==> config.mk <==
export PLATFORM = sky130hd
export DESIGN_NAME = uart_rx_param
export DESIGN_NICKNAME = d
export VERILOG_FILES = /design/src/rtl/uart_rx_param.sv
export SDC_FILE = /design/constraint.sdc
export NUM_CORES = 1
export LEC_CHECK = 0
export CORE_ASPECT_RATIO = 0.75
export CORE_MARGIN = 2
export CORE_UTILIZATION = 35
export CTS_CLUSTER_SIZE = 40
export DETAILED_ROUTE_END_ITERATION = 7
export RECOVER_POWER = 25
export SLEW_MARGIN = 15
export SYNTH_ARGS = -nofsm -noshare
export SYNTH_HDL_FRONTEND = slang
export SYNTH_SLANG_ARGS = --single-unit
export TNS_END_PERCENT = 5
==> constraint.sdc <==
create_clock -name clk -period 2.6 [get_ports clk]
set_input_delay 0.78 -clock clk [delete_from_list [all_inputs] [get_ports clk]]
set_output_delay 0.78 -clock clk [all_outputs]
set_load 0.02 [all_outputs]
==> src/rtl/uart_rx_param.sv <==
// Parametrised UART receiver: two-flop input synchroniser, mid-bit sampling,
// false-start rejection, optional parity, 1 or 2 stop bits, and break
// detection. One recv_en pulse per completed frame; data and flags hold
// until the next pulse. DATA_BITS must lie in 5..9.
module uart_rx_param #(
  parameter int CLK_FRE   = 50,       // system clock in MHz
  parameter int UART_RATE = 115200,   // baud rate in bit/s
  parameter int DATA_BITS = 8,        // 5..9
  parameter int PARITY    = 0,        // 0 none, 1 odd, 2 even
  parameter int STOP_BITS = 1         // 1 or 2
) (
  input  logic                 clk,
  input  logic                 rst,
  input  logic                 rx_pin,
  output logic                 recv_en,
  output logic [DATA_BITS-1:0] recv_data,
  output logic                 parity_err,
  output logic                 frame_err,
  output logic                 break_det
);

  localparam int RATE_CNT = CLK_FRE * 1000000 / UART_RATE - 1;
  localparam int CNT_W    = (RATE_CNT > 0) ? $clog2(RATE_CNT + 1) : 1;

  localparam logic [CNT_W-1:0] CNT_MAX   = CNT_W'(RATE_CNT);
  localparam logic [CNT_W-1:0] CNT_HALF  = CNT_W'(RATE_CNT / 2);
  localparam logic [3:0]       LAST_DATA = 4'(DATA_BITS - 1);
  localparam logic [3:0]       LAST_STOP = 4'(STOP_BITS - 1);

  typedef enum logic [2:0] {
    S_IDLE,
    S_START,
    S_DATA,
    S_PARITY,
    S_STOP,
    S_BREAK
  } state_t;

  state_t               state_q, state_d;
  logic [1:0]           sync_q, sync_d;
  logic [CNT_W-1:0]     clk_cnt_q, clk_cnt_d;
  logic [3:0]           bit_cnt_q, bit_cnt_d;
  logic [DATA_BITS-1:0] shift_q, shift_d;
  logic                 par_bit_q, par_bit_d;
  logic                 perr_q, perr_d;
  logic                 ferr_q, ferr_d;
  logic                 recv_en_q, recv_en_d;
  logic [DATA_BITS-1:0] recv_data_q, recv_data_d;
  logic                 parity_err_q, parity_err_d;
  logic                 frame_err_q, frame_err_d;
  logic                 break_det_q, break_det_d;

  logic rx_s;
  logic exp_par;
  logic ferr_now;
  logic brk_now;

  assign rx_s = sync_q[1];

  // Even parity expects the XOR of the data bits; odd parity its inverse.
  assign exp_par = (^shift_q) ^ (PARITY == 1);

  // State register and all datapath flops, synchronous reset.
  always_ff @(posedge clk) begin
    if (rst) begin
      state_q      <= S_IDLE;
      sync_q       <= 2'b11;
      clk_cnt_q    <= '0;
      bit_cnt_q    <= '0;
      shift_q      <= '0;
      par_bit_q    <= 1'b0;
      perr_q       <= 1'b0;
      ferr_q       <= 1'b0;
      recv_en_q    <= 1'b0;
      recv_data_q  <= '0;
      parity_err_q <= 1'b0;
      frame_err_q  <= 1'b0;
      break_det_q  <= 1'b0;
    end else begin
      state_q      <= state_d;
      sync_q       <= sync_d;
      clk_cnt_q    <= clk_cnt_d;
      bit_cnt_q    <= bit_cnt_d;
      shift_q      <= shift_d;
      par_bit_q    <= par_bit_d;
      perr_q       <= perr_d;
      ferr_q       <= ferr_d;
      recv_en_q    <= recv_en_d;
      recv_data_q  <= recv_data_d;
      parity_err_q <= parity_err_d;
      frame_err_q  <= frame_err_d;
      break_det_q  <= break_det_d;
    end
  end

  // Next-state and datapath logic; outputs are registered so recv_en lands
  // on the cycle after the final stop-bit sample.
  always_comb begin
    state_d      = state_q;
    sync_d       = {sync_q[0], rx_pin};
    clk_cnt_d    = clk_cnt_q;
    bit_cnt_d    = bit_cnt_q;
    shift_d      = shift_q;
    par_bit_d    = par_bit_q;
    perr_d       = perr_q;
    ferr_d       = ferr_q;
    recv_en_d    = 1'b0;
    recv_data_d  = recv_data_q;
    parity_err_d = parity_err_q;
    frame_err_d  = frame_err_q;
    break_det_d  = break_det_q;
    ferr_now     = ferr_q | ~rx_s;
    brk_now      = ferr_now && (shift_q == '0) && !par_bit_q;

    case (state_q)
      S_IDLE: begin
        clk_cnt_d = '0;
        if (!rx_s) begin
          state_d = S_START;
        end
      end

      // Re-check the line half a bit in; a high level was only a glitch.
      S_START: begin
        if (clk_cnt_q == CNT_HALF) begin
          clk_cnt_d = '0;
          if (rx_s) begin
            state_d = S_IDLE;
          end else begin
            bit_cnt_d = '0;
            par_bit_d = 1'b0;
            perr_d    = 1'b0;
            ferr_d    = 1'b0;
            state_d   = S_DATA;
          end
        end else begin
          clk_cnt_d = clk_cnt_q + 1'b1;
        end
      end

      // Shift right so the first bit on the wire ends up in the LSB.
      S_DATA: begin
        if (clk_cnt_q == CNT_MAX) begin
          clk_cnt_d = '0;
          shift_d   = {rx_s, shift_q[DATA_BITS-1:1]};
          if (bit_cnt_q == LAST_DATA) begin
            bit_cnt_d = '0;
            state_d   = (PARITY != 0) ? S_PARITY : S_STOP;
          end else begin
            bit_cnt_d = bit_cnt_q + 4'd1;
          end
        end else begin
          clk_cnt_d = clk_cnt_q + 1'b1;
        end
      end

      S_PARITY: begin
        if (clk_cnt_q == CNT_MAX) begin
          clk_cnt_d = '0;
          par_bit_d = rx_s;
          perr_d    = (rx_s != exp_par);
          state_d   = S_STOP;
        end else begin
          clk_cnt_d = clk_cnt_q + 1'b1;
        end
      end

      // Leave right at the last stop-bit sample so a back-to-back start
      // edge half a bit later is still caught.
      S_STOP: begin
        if (clk_cnt_q == CNT_MAX) begin
          clk_cnt_d = '0;
          ferr_d    = ferr_now;
          if (bit_cnt_q == LAST_STOP) begin
            bit_cnt_d    = '0;
            recv_en_d    = 1'b1;
            recv_data_d  = shift_q;
            parity_err_d = perr_q;
            frame_err_d  = ferr_now;
            break_det_d  = brk_now;
            state_d      = brk_now ? S_BREAK : S_IDLE;
          end else begin
            bit_cnt_d = bit_cnt_q + 4'd1;
          end
        end else begin
          clk_cnt_d = clk_cnt_q + 1'b1;
        end
      end

      // Stay here while the line is held low so a break yields one pulse.
      S_BREAK: begin
        clk_cnt_d = '0;
        if (rx_s) begin
          state_d = S_IDLE;
        end
      end

      default: begin
        state_d = S_IDLE;
      end
    endcase
  end

  assign recv_en    = recv_en_q;
  assign recv_data  = recv_data_q;
  assign parity_err = parity_err_q;
  assign frame_err  = frame_err_q;
  assign break_det  = break_det_q;

endmodule

==> run_results.csv, run 1 <==
group,metric,value,unit
status,outcome,"finished, final reports clean",
yosys,async_flop_share,0,
clock_network,clockBufferDepth,2,
detailed_routing,vias,1688,
yosys,synthCells,247,
yosys,yosysSeqAreaShare,0.378,
flow_run,drv_cap,0,
critical_path,r2r_start,"state_q[0]",
min_path,hold_path_class,"flip-flop to flip-flop",
min_path,hold_start,"sync_q[0]",
sta,rsz0062_at_grt,"false",
cells_and_area,area_growth,13.9,%
placed_design,dp_hpwl,3060,um
sta,worstMarginPinSlew,1.08,ns
yosys,synth.avg_cell_area,8.79,um^2
placed_design,place_congestion,0.794,
min_path,whs_endpoint,"sync_q[1]",
yosys,syn-cell-area,2170,um^2
detailed_routing,antenna_left,0,
clock_network,holdBufCountCts,0,
yosys,yosys.area.top_type,"dfxtp_1",
cells_and_area,drive_above_1_share,0.0853,
yosys,synth_compound_area_frac,0.152,
sta,setup_tns,0,ns
clock_network,cts_made_buffers,5,
floorplanning,rows,24,
global_route,grt_pass1_wl,7670,um
clock_network,htree_levels,2,
sta,setup_ws,0.309,ns
critical_path,endpoint_kind,"flip-flop",
critical_path,worstPathArrival,2.53,ns
yosys,yosys.area.top_type_share,0.378,
sta,drv_slew,0,
detailed_routing,drt_iter0_markers,113,
yosys,synth_warnings,0,
floorplanning,dieWidth,94.9,um
sta,finalCritPeriodShare,0.881,
yosys,synth_top_family_by_area,"simple AND/OR/NAND/NOR gates",
cells_and_area,fin_nets,269,
cells_and_area,num_antenna_cells,0,
yosys,synth_area_leaders,"dfxtp_1 (38%), nand2_1 (5.7%), ha_1 (5.2%)",
yosys,synthAdderAreaFrac,0.0519,
power,peakVddDrop,0.241,mV
floorplanning,die_y,72.2,um
critical_path,r2r-end,"clk_cnt_q[6]",
clock_network,clkTransAtPathRegs,0.08,ns
global_route,antenna_found_initial,0,
clock_network,cts_tree,"done",
yosys,yosysUniqueCellTypes,57,
global_route,grt_max_degree,26,
detailed_routing,drtPass1Iterations,4,
yosys,synth_xor_area_frac,0.0427,
critical_path,worstSetupPathType,"input pin to flip-flop",
critical_path,cp.required,2.84,ns
detailed_routing,drc,0,
yosys,synth_mux_area_frac,0.0415,
placed_design,portBuffers,14,
detailed_routing,vias_per_cell,5.02,
yosys,ys_seq_elements,41,
cells_and_area,fillers,580,
placed_design,post-place-ws,0.521,ns
clock_network,clock_latency,0.30,ns
sta,fin_skew,0.00642,ns
yosys,syn_nets,259,
clock_network,cts_root_buf,"clkbuf_8",
floorplanning,die_area,6860,um^2
floorplanning,ios,15,
clock_network,ctsResizeCount,0,
critical_path,worstPathMaxFanout,25,
global_route,grt_overflow_total,0,
global_route,first_global_vias,1609,
yosys,synthFlopType,"dfxtp_1",
floorplanning,coreArea,5920,um^2
power,powerDensity,493,nW/um^2
min_path,hold_depth,1,
critical_path,crit_path_start_kind,"input pin",
critical_path,r2r_setup_slack,0.52,ns
clock_network,numClockSinks,41,
detailed_routing,wl_per_cell,13.0,um
cells_and_area,seq_area,821,um^2
sta,fin_crit,2.29,ns
sta,final-setup-viol-count,0,
cells_and_area,multi_input_area,1220,um^2
clock_network,cts_setup_buffers,0,
sta,fmax,437,MHz
detailed_routing,wirelength,4360,um
global_route,gr-usage-all-layers,0.143,
sta,slew_headroom,0.278,
critical_path,reg2reg_depth,4,
yosys,synthSimpleGateAreaFrac,0.274,
floorplanning,initial_utilization,0.367,
power,leakage,0.992,nW
sta,final-hold-violation-count,0,
yosys,synth_edf_count,0,
placed cells by master (no fill, tap or decap), types with 2 or more instances in the layout:
master and count:
nand3b_1 2, xnor2_1 5, clkbuf_8 6, or2_2 2, nand2_1 33, nor3_1 4, and3_1 2, o21ai_0 2
a31oi_1 2, and4bb_1 2, a2bb2oi_1 2, nand4_1 4, inv_1 15, nor4_1 2, nand3_1 9, nor2_1 18
o22ai_1 2, xor2_1 3, dfxtp_1 41, o211ai_1 3, and3b_1 3, clkdlybuf4s50_1 13, or3b_1 3, nand2b_1 4
a21oi_1 20, and4b_1 4, mux2i_1 9, ha_1 9, buf_4 2
worst max-delay path, stage by stage:
cell and delay, ns:
dlygate4sd3_1 0.68, clkbuf_1 0.84, or2_2 0.24
sequential cells by signal, indices dropped and copies added (netlist names):
| signal | count |
|---|---|
| frame_err | 1 |
| sync_q | 2 |
| ferr_q | 1 |
| break_det | 1 |
| recv_en | 1 |
| par_bit_q | 1 |
| shift_q | 8 |
| parity_err | 1 |
| recv_data | 8 |
| state_q | 3 |
| clk_cnt_q | 9 |
| bit_cnt_q | 4 |
| perr_q | 1 |
metrics by stage:
stage | hold slack (ns) | utilization | cells | total power, mW | area [um^2]
5_1_grt | 0.447 | 0.418 | 336 | 1.27 | 2470
6_report | 0.410 | 0.418 | 336 | 1.22 | 2470
3_5_place_dp | 0.397 | 0.401 | 328 | 0.692 | 2370
2_1_floorplan | 0.389 | - | 247 | 0.680 | 2170
3_3_place_gp | 0.392 | 0.401 | 328 | 0.691 | 2370
4_1_cts | 0.411 | 0.421 | 336 | 1.24 | 2490
routing by layer:
layer,vias up,wire (um),track usage
met5,-,0,0
met4,0,47,0.0612
met3,4,91,0.0280
met2,17,1730,0.192
met1,781,2500,0.219
li1,886,-,-
where the power goes:
group	switching, mW	internal, mW	leakage [nW]
clock network	0.233	0.312	0.0574
logic	0.0209	0.0159	0.604
registers	0.00634	0.631	0.331
kinds of logic (layout without fill, tap and decap cells):
group	Yosys count	in the layout
fa+ha+maj	9	9
buf+inv	29	40
simple gates	104	104
compound gates	46	46
flops	41	41
xor+xnor	9	9
mux	9	9
worst max-delay path by stage:
stage / startpoint / to / slack (ns) / cells after the start
after detailed placement: state_q[0] / clk_cnt_q[6] / 0.52 / 4
after CTS: state_q[0] / clk_cnt_q[6] / 0.49 / 4
after global routing: rst / sync_q[0] / 0.18 / 3
after global placement: state_q[0] / clk_cnt_q[6] / 0.55 / 4
final: rst / sync_q[0] / 0.31 / 3
after floorplan: shift_q[6] / perr_q / 0.88 / 6
cell type report:
type,count,share of cell area
Timing Repair Buffer,17,0.0642
Multi-Input combinational cell,177,0.493
Sequential cell,41,0.332
Inverter,15,0.0228
Clock inverter,2,0.0152
Clock buffer,6,0.0334
Tap cell,78,0.0395
cells in the mapped netlist (2+ instances only):
library cell and count:
or2_2 2, a2bb2oi_1 2, nand3_1 9, and3b_1 3
o211ai_1 3, or3b_1 3, a21oi_1 20, o21ai_0 2
ha_1 9, nor3_1 4, clkbuf_1 7, buf_4 5
and4bb_1 2, nand3b_1 2, nand4_1 4, and4b_1 4
dfxtp_1 41, a31oi_1 2, and3_1 2, o22ai_1 2
nand2_1 33, nor4_1 2, xor2_1 3, inv_1 15
mux2i_1 9, xnor2_1 5, buf_2 2, nor2_1 18
nand2b_1 4
Note: power is estimated with default switching activity, not from simulation.
==> run 2, diff against run 1 <==
Settings changed: CORE_UTILIZATION 35 to 40, PLACE_DENSITY from default to 0.56.
==> run_results.csv, run 2 (synthesis gave the netlist of run 1 again) <==
group,metric,value,unit
sta,fin_skew,0.00492,ns
floorplanning,initial_utilization,0.410,
critical_path,endpoint_kind,"flip-flop",
global_route,grt_pass1_wl,7360,um
cells_and_area,final_cell_mix,"dfxtp_1 (41), nand2_1 (33), a21oi_1 (20)",
sta,fin_crit,2.13,ns
power,leakage,1.00,nW
sta,final-hold-violation-count,0,
flow_run,drv_cap,0,
clock_network,clockBufferDepth,2,
power,powerDensity,475,nW/um^2
clock_network,clock_latency,0.29,ns
floorplanning,die_area,6040,um^2
placed_design,post-place-ws,0.506,ns
critical_path,crit_path_start_kind,"flip-flop",
clock_network,cts_root_buf,"clkbuf_8",
critical_path,cp.required,2.82,ns
sta,rsz0062_at_grt,"false",
critical_path,r2r-end,"perr_q",
sta,setup_tns,0,ns
critical_path,r2r_setup_slack,0.47,ns
sta,final-setup-viol-count,0,
power,peakVddDrop,0.235,mV
placed_design,place_congestion,0.755,
detailed_routing,drc,0,
detailed_routing,met3_wirelength,170,um
detailed_routing,m1WireLength,2520,um
cells_and_area,layoutNonFillerInstCount,335,
detailed_routing,wl_met2,1610,um
detailed_routing,drt_iter0_markers,69,
clock_network,htree_levels,2,
floorplanning,dieWidth,89.1,um
cells_and_area,num_antenna_cells,0,
detailed_routing,antenna_left,0,
clock_network,cts_made_buffers,5,
cells_and_area,layout_commonest_cell,"dfxtp_1",
clock_network,numClockSinks,41,
detailed_routing,top_layer_used,"met4",
clock_network,cts_tree,"done",
cells_and_area,fin_nets,272,
global_route,gr-usage-all-layers,0.157,
critical_path,reg2reg_depth,4,
global_route,antenna_found_initial,0,
power,p_total,1.17,mW
floorplanning,coreArea,5300,um^2
placed_design,dp.cells,328,
clock_network,clkTransAtPathRegs,0.08,ns
status,outcome,"finished, final reports clean",
critical_path,worstPathArrival,2.35,ns
detailed_routing,wirelength,4300,um
placed_design,dp_hpwl,3170,um
cells_and_area,largest_reg_flops,9,
critical_path,worstSetupPathType,"flip-flop to flip-flop",
floorplanning,die_y,67.8,um
detailed_routing,wl_per_cell,12.8,um
critical_path,crit_path_end,"perr_q",
detailed_routing,vias_per_cell,4.99,
floorplanning,ios,15,
sta,fmax,471,MHz
cells_and_area,area_growth,13.5,%
detailed_routing,vias,1673,
cells_and_area,regMostFlops,"clk_cnt_q",
cells_and_area,drive_above_1_share,0.0846,
sta,worstMarginPinSlew,0.661,ns
clock_network,ctsResizeCount,0,
critical_path,r2r_start,"state_q[0]",
critical_path,crit_start,"state_q[0]",
clock_network,cts_setup_buffers,0,
sta,drv_slew,0,
sta,finalCritPeriodShare,0.817,
placed_design,portBuffers,14,
critical_path,worstPathMaxFanout,12,
global_route,grt_overflow_total,0,
global_route,grt_max_degree,19,
min_path,hold_path_class,"flip-flop to flip-flop",
global_route,first_global_vias,1513,
sta,setup_ws,0.475,ns
floorplanning,rows,23,
detailed_routing,drtPass1Iterations,4,
clock_network,holdBufCountCts,0,
sta,slew_headroom,0.553,
## run 2: cell types whose count changed in the layout (fill, tap and decap cells not counted)
cell	delta
nor4b_1	+1
clkbuf_8	-1
clkinv_2	+1
nand3_1	+1
nor4b_2	-1
nand3_2	-1
buf_4	+3
clkinvlp_4	-1
## run 2: layer usage
layer,global-route usage,up-vias
met2,0.205,24
met1,0.252,754
met3,0.0440,2
met5,0,-
li1,-,893
met4,0.0280,0
## run 2: through the flow
stage | hold WS [ns] | instance area (um^2) | util
after floorplan | 0.389 | 2170 | -
after global placement | 0.392 | 2380 | 0.449
after detailed placement | 0.400 | 2380 | 0.449
after CTS | 0.419 | 2480 | 0.468
after global routing | 0.446 | 2460 | 0.466
final | 0.415 | 2460 | 0.466
## run 2: worst min-delay path by stage
stage,start,slack (ns),endpoint,cells after the start
after CTS,sync_q[0],0.42,sync_q[1],1
after detailed placement,sync_q[0],0.40,sync_q[1],1
final,sync_q[0],0.42,sync_q[1],1
after floorplan,sync_q[0],0.39,sync_q[1],1
after global routing,sync_q[0],0.45,sync_q[1],1
after global placement,sync_q[0],0.39,sync_q[1],1
## run 2: power by group
part,internal [mW],switching [mW]
registers,0.631,0.00652
clock network,0.279,0.214
logic,0.0188,0.0216
## run 2: layout make-up
cell class                      instances  area (um^2)
Fill cell                             543         2830
Multi-Input combinational cell        177         1210
Sequential cell                        41          821
Timing Repair Buffer                   20          181
Tap cell                               75         93.8
Clock buffer                            5         68.8
Inverter                               15         56.3
Clock inverter                          2         35.0
## run 2: critical path: stages (launching register included)
cell     delay, ns
dfxtp_1       0.60
nor4b_1       0.61
a31oi_1       0.19
or4_1         0.52
a21oi_1       0.15
